===== src/rtl/tinker_pkg.sv =====
// Shared constants and types for the tinker instruction fetch path.
package tinker_pkg;

    localparam logic [63:0] RESET_PC_DEFAULT = 64'h2000;
    localparam int          INST_W           = 32;
    localparam int          PC_W             = 64;

    typedef enum logic {
        RUN   = 1'b0,
        FLUSH = 1'b1
    } fetch_state_t;

    // Sequential instruction address; 64-bit wrap is intended.
    function automatic logic [PC_W-1:0] pc_plus4(input logic [PC_W-1:0] pc);
        return pc + 64'd4;
    endfunction

endpackage


===== src/rtl/tinker_sync_fifo.sv =====
// Synchronous FIFO with async reset and a synchronous clear that wins over
// any read or write in the same cycle. Simultaneous read and write are legal
// when full or empty.
module tinker_sync_fifo #(
    parameter int WIDTH = 96,
    parameter int DEPTH = 4
) (
    input  logic                         clk,
    input  logic                         reset,
    input  logic                         clr_i,
    input  logic                         wr_en_i,
    input  logic [WIDTH-1:0]             wr_data_i,
    input  logic                         rd_en_i,
    output logic [WIDTH-1:0]             rd_data_o,
    output logic                         empty_o,
    output logic [$clog2(DEPTH):0]       count_o
);

    localparam int AW = $clog2(DEPTH);
    localparam int CW = AW + 1;

    logic [AW-1:0]    wr_ptr_q, rd_ptr_q;
    logic [CW-1:0]    count_q;
    logic [WIDTH-1:0] mem_q [DEPTH];
    logic             full, do_rd, do_wr;

    assign full      = (count_q == CW'(DEPTH));
    assign empty_o   = (count_q == '0);
    assign count_o   = count_q;
    assign rd_data_o = mem_q[rd_ptr_q];
    assign do_rd     = rd_en_i && !empty_o;
    assign do_wr     = wr_en_i && (!full || do_rd);

    // Pointer and occupancy tracking; pointers wrap naturally (power-of-two depth).
    always_ff @(posedge clk or posedge reset) begin
        if (reset) begin
            wr_ptr_q <= '0;
            rd_ptr_q <= '0;
            count_q  <= '0;
        end else if (clr_i) begin
            wr_ptr_q <= '0;
            rd_ptr_q <= '0;
            count_q  <= '0;
        end else begin
            if (do_wr) wr_ptr_q <= wr_ptr_q + 1'b1;
            if (do_rd) rd_ptr_q <= rd_ptr_q + 1'b1;
            count_q <= count_q + {{(CW-1){1'b0}}, do_wr} - {{(CW-1){1'b0}}, do_rd};
        end
    end

    // Storage array; contents are don't-care until written, so no reset.
    always_ff @(posedge clk) begin
        if (do_wr && !clr_i) mem_q[wr_ptr_q] <= wr_data_i;
    end

endmodule


===== src/rtl/tinker_fetch_unit.sv =====
// Instruction fetch unit: issues sequential fetches, tags returning words
// with their PC into a small queue, and discards in-flight responses that
// were made stale by a redirect.
//
// state | meaning
// RUN   | no stale responses in flight; every response is enqueued
// FLUSH | drop_cnt_q responses still to be discarded before live data
module tinker_fetch_unit
    import tinker_pkg::*;
#(
    parameter int          DEPTH    = 4,
    parameter int          MAX_OUT  = 4,
    parameter logic [63:0] RESET_PC = RESET_PC_DEFAULT
) (
    input  logic              clk,
    input  logic              reset,
    output logic              imem_req_valid,
    input  logic              imem_req_ready,
    output logic [63:0]       imem_req_addr,
    input  logic              imem_rsp_valid,
    input  logic [INST_W-1:0] imem_rsp_data,
    input  logic              redirect_valid,
    input  logic [63:0]       redirect_pc,
    output logic              inst_valid,
    input  logic              inst_ready,
    output logic [INST_W-1:0] inst_data,
    output logic [63:0]       inst_pc,
    output logic              flushing
);

    localparam int QCW   = $clog2(DEPTH) + 1;
    localparam int PAY_W = PC_W + INST_W;

    fetch_state_t      state_q;
    logic [PC_W-1:0]   fetch_pc_q, rsp_pc_q;
    logic [3:0]        live_out_q, drop_cnt_q;

    logic [QCW-1:0]    q_count;
    logic              q_empty;
    logic [PAY_W-1:0]  q_rd_data;

    logic [5:0]        occupancy;
    logic              can_issue, req_fire, rsp_drop, rsp_live;
    logic [3:0]        drop_load;
    logic [PC_W-1:0]   redirect_aligned;

    // Queue slots already spoken for include live requests still in flight,
    // so an issued request always has a slot waiting for its response.
    assign occupancy = 6'(q_count) + {2'b00, live_out_q};
    assign can_issue = (occupancy < 6'(DEPTH)) &&
                       ((live_out_q + drop_cnt_q) < 4'(MAX_OUT));

    // Gated by reset so the request line drops the instant reset asserts.
    assign imem_req_valid = can_issue && !reset;
    assign imem_req_addr  = fetch_pc_q;
    assign req_fire       = imem_req_valid && imem_req_ready;

    assign rsp_drop = imem_rsp_valid && (redirect_valid || (drop_cnt_q != 4'd0));
    assign rsp_live = imem_rsp_valid && !rsp_drop;

    // Everything still owed by memory after this edge becomes stale: prior
    // live and stale requests, plus one accepted now, less one returning now.
    assign drop_load = live_out_q + drop_cnt_q + {3'b000, req_fire} - {3'b000, imem_rsp_valid};

    assign redirect_aligned = redirect_pc & ~64'd3;

    assign inst_valid = !q_empty;
    assign inst_pc    = q_rd_data[PAY_W-1 -: PC_W];
    assign inst_data  = q_rd_data[INST_W-1:0];
    assign flushing   = (state_q == FLUSH);

    tinker_sync_fifo #(
        .WIDTH (PAY_W),
        .DEPTH (DEPTH)
    ) u_queue (
        .clk       (clk),
        .reset     (reset),
        .clr_i     (redirect_valid),
        .wr_en_i   (rsp_live),
        .wr_data_i ({rsp_pc_q, imem_rsp_data}),
        .rd_en_i   (inst_ready),
        .rd_data_o (q_rd_data),
        .empty_o   (q_empty),
        .count_o   (q_count)
    );

    // Fetch/response PCs, in-flight accounting and the RUN/FLUSH state machine.
    always_ff @(posedge clk or posedge reset) begin
        if (reset) begin
            state_q    <= RUN;
            fetch_pc_q <= RESET_PC;
            rsp_pc_q   <= RESET_PC;
            live_out_q <= '0;
            drop_cnt_q <= '0;
        end else if (redirect_valid) begin
            fetch_pc_q <= redirect_aligned;
            rsp_pc_q   <= redirect_aligned;
            live_out_q <= '0;
            drop_cnt_q <= drop_load;
            state_q    <= (drop_load != 4'd0) ? FLUSH : RUN;
        end else begin
            if (req_fire) fetch_pc_q <= pc_plus4(fetch_pc_q);
            if (rsp_live) rsp_pc_q   <= pc_plus4(rsp_pc_q);
            live_out_q <= live_out_q + {3'b000, req_fire} - {3'b000, rsp_live};
            case (state_q)
                RUN: begin
                end
                FLUSH: begin
                    if (imem_rsp_valid) begin
                        drop_cnt_q <= drop_cnt_q - 4'd1;
                        if (drop_cnt_q == 4'd1) state_q <= RUN;
                    end
                end
            endcase
        end
    end

endmodule


===== config.mk =====
export PLATFORM = sky130hd
export DESIGN_NAME = tinker_fetch_unit
export DESIGN_NICKNAME = d
export VERILOG_FILES = /design/src/rtl/tinker_pkg.sv /design/src/rtl/tinker_sync_fifo.sv /design/src/rtl/tinker_fetch_unit.sv
export SDC_FILE = /design/constraint.sdc
export NUM_CORES = 1
export LEC_CHECK = 0
export CORE_MARGIN = 2
export CORE_UTILIZATION = 52
export DETAILED_ROUTE_END_ITERATION = 8
export PLACE_DENSITY = 0.86
export SYNTH_ARGS = -nofsm -noshare
export SYNTH_HDL_FRONTEND = slang
export SYNTH_SLANG_ARGS = --single-unit

===== constraint.sdc =====
create_clock -name clk -period 9 [get_ports clk]
set_clock_uncertainty 0.1 [all_clocks]
set_input_delay 2.25 -clock clk [delete_from_list [all_inputs] [get_ports clk]]
set_output_delay 2.25 -clock clk [all_outputs]
set_load 0.01 [all_outputs]

==> metrics.txt <==
FF-to-FF setup slack 4.51 ns; Root Buffer clkbuf_16; Worst Path Arrival 4.00 ns; P_sw 1810 uW; Reg power frac 43.8%; CP Launch Type primary input; Seq/Total Area, Yosys 65.8%; commonest cells in the netlist edfxtp_1 (376), dfrtp_1 (138), mux4_2 (94); final hold vios 0; Reg clk slew, reported paths 0.06 ns; Int Pwr 4820 uW; num rows 76; CP Capture Type output pin; # H-tree levels 2; Tcrit/Tclk final 70.6%; Slew headroom 18.2%; initial antenna violation count 0; total CTS buffers 52; FF-to-FF End u_queue.mem_q[0][53]; Reg area 0.0148 sq mm; die width 212 um; area leader, netlist edfxtp_1; total grt overflow 0; first-pass iteration count of the detailed router 5; Core Region 0.0429 sq mm; Crit Path Class in2out; critical-path cell list clkdlybuf4s50_1, nor4b_4, and3_2, clkdlybuf4s50_1; Post-Syn Area per Cell 15.3 sq um; MaxCap Viol Count 0; cell leakage power 0.00914 uW; Tightest Pin Transition 1.22 ns; worst skew pair latency 0.62 ns; R2R cell count 6; combinational fraction of design power 21.6%; max-slew violation total from the final report 0; setup bufs post-CTS 0; RSZ-0062 raised after global routing false; top achievable clock speed 157 MHz; crit-path max cell delay 0.53 ns; Hold WS 0.469 ns; status finished clean; Inserted Diodes 0; first-pass GRT wire length 84800 um; CP Launch Point reset; reg2reg start drop_cnt_q[1]; Worst Path Max Fanout 5; Stages on worst setup path 4; Finish-stage setup viols 0; DR WL/cell 23.9 um; CTS tree yes; port bufs 258; initial drt markers 1650; clock power share 34.6%; crit path capture imem_req_valid; Post-synth EDFFs 376; Multi-input gate area 0.00733 sq mm; Max VDD drop 0.162 mV; area grow syn2layout 22.3%; Post-synth top flop edfxtp_1; cell area power density 241 mW/mm^2; crit-path leading delay family buffers and inverters; most numerous cell in the Yosys netlist edfxtp_1; Hold Crit Class reg2reg; Top Ports 265; CTS Sinks 516; data required time of the worst path 6.65 ns; Crit-path slowest cell clkdlybuf4s50_1; Ys Warns 0; layout cells sized above 1 15.2%; Async SR Flop Fraction 27.1%; CP most frequent cell clkdlybuf4s50_1; number of routed nets with antenna violations 0; Fill cells 3022; clock buffer depth 3; Buf/Inv on CP 2; vias in the first global route 14300; largest net degree at the start of global routing 86; Detailed Route WL 56400 um; GRT Total Usage 25.2%; Final GP Congestion 0.938; Synth Register Bits 516; switching part of the total 27.3%; Synth top area share 50.2%; minimum clock period 6.35 ns; Nets 1861; Cells after Synth 1467; DRC 0; synth top area cells edfxtp_1 (50%), dfrtp_1 (15%), mux4_2 (9.4%), mux2_2 (2.1%), xnor2_1 (2.0%); post-CTS sizing 0; Die Y 212 um; accumulated negative setup slack 0 ns; Detailed Place HPWL 37000 um; DIE AREA 0.0449 sq mm; Hold-fix buffers, CTS 0; Synth Cell Area 0.0225 sq mm; initial core utilization 52.4%; total number of vias 14500; Distinct cells, synth 58; DR vias/cell 6.15
how the worst min path moves through the flow:
stage,startpoint,to,cells past startpoint
final,u_queue.wr_ptr_q[0],u_queue.wr_ptr_q[0],1
after global routing,u_queue.wr_ptr_q[0],u_queue.wr_ptr_q[0],1
after CTS,u_queue.wr_ptr_q[0],u_queue.wr_ptr_q[0],1
after detailed placement,u_queue.wr_ptr_q[0],u_queue.wr_ptr_q[0],1
after global placement,u_queue.wr_ptr_q[0],u_queue.wr_ptr_q[0],1
after floorplan,rsp_pc_q[63],u_queue.mem_q[0][95],0
metal layers:
metal	wire [um]	share of wire (%)	vias to the layer above	global-route usage, %
met5	0	0	-	0
met4	2200	3.9	0	9.64
met3	5010	8.9	130	6.19
met2	26400	47	696	39.2
met1	22800	40	7314	34.6
li1	-	-	6355	-
power by group through the flow:
stage          Sequential [uW]  Combinational (uW)  Clock, uW
6_report                  2900                1430       2290
3_3_place_gp              2930                1420          0
4_1_cts                   2900                1450       2320
2_1_floorplan             2850                 871          0
3_5_place_dp              2940                1430          0
5_1_grt                   2920                1550       2420
area by class of cell:
class	instances	share of cell area, %
Tap cell	585	2.66
Timing Repair Buffer	272	9.75
Sequential cell	516	53.8
Multi-Input combinational cell	857	26.7
Inverter	31	0.450
Clock inverter	41	1.65
Clock buffer	56	5.01
registers in the layout (all words and copies together) (netlist names):
| name | cells |
|---|---|
| u_queue.mem_q | 376 |
| imem_req_addr | 62 |
| rsp_pc_q | 62 |
| drop_cnt_q | 4 |
| live_out_q | 4 |
| u_queue.count_o | 3 |
| u_queue.rd_ptr_q | 2 |
| u_queue.wr_ptr_q | 2 |
| flushing | 1 |
through the flow:
stage	utilization [%]	setup slack [ns]	instance area [sq um]	cells	power [uW]
after floorplan	-	2.90	22500	1470	3720
after global placement	59.9	2.57	25700	2261	4350
after detailed placement	59.9	2.46	25700	2261	4380
after CTS	64.1	2.65	27500	2358	6660
after global routing	64.1	2.60	27500	2358	6890
final	64.1	2.65	27500	2358	6620
layout by cell type (no fill, tap or decap), types with 14 or more instances in the layout:
cell type and count:
nand2_1 69, xnor2_1 51, nand4_1 60, mux2_2 42, clkdlybuf4s50_1 257, a21oi_1 18
or4_1 17, edfxtp_1 376, nor4_1 36, mux4_2 94, clkinv_2 14, nand3_1 59
and4_1 24, nor3_1 31, and3_1 17, a31oi_1 33, ha_1 25, buf_4 14
inv_1 29, xor2_1 20, nor2_1 71, dfrtp_1 136, clkbuf_16 54, or3_1 21
o21ai_0 27, o31ai_1 17, o31a_1 19
cells by family after synthesis:
kind of cell | share of synthesized area [%]
other | 0.0167
buffers and inverters | 1.74
AO/OA/AOI/OAI | 4.52
adder cells (fa/ha/maj) | 1.75
multiplexers | 11.8
AND/OR/NAND/NOR | 11.6
flip-flops | 65.8
XOR/XNOR | 2.77
worst register-to-register path, cell delays in order (launching register included):
cell	delay, ns
dfrtp_1	0.41
inv_1	0.16
ha_1	0.20
nand4bb_1	0.49
nor3_1	1.16
and2_4	0.92
buf_4	0.65
Power figures use the tool's default switching activity.
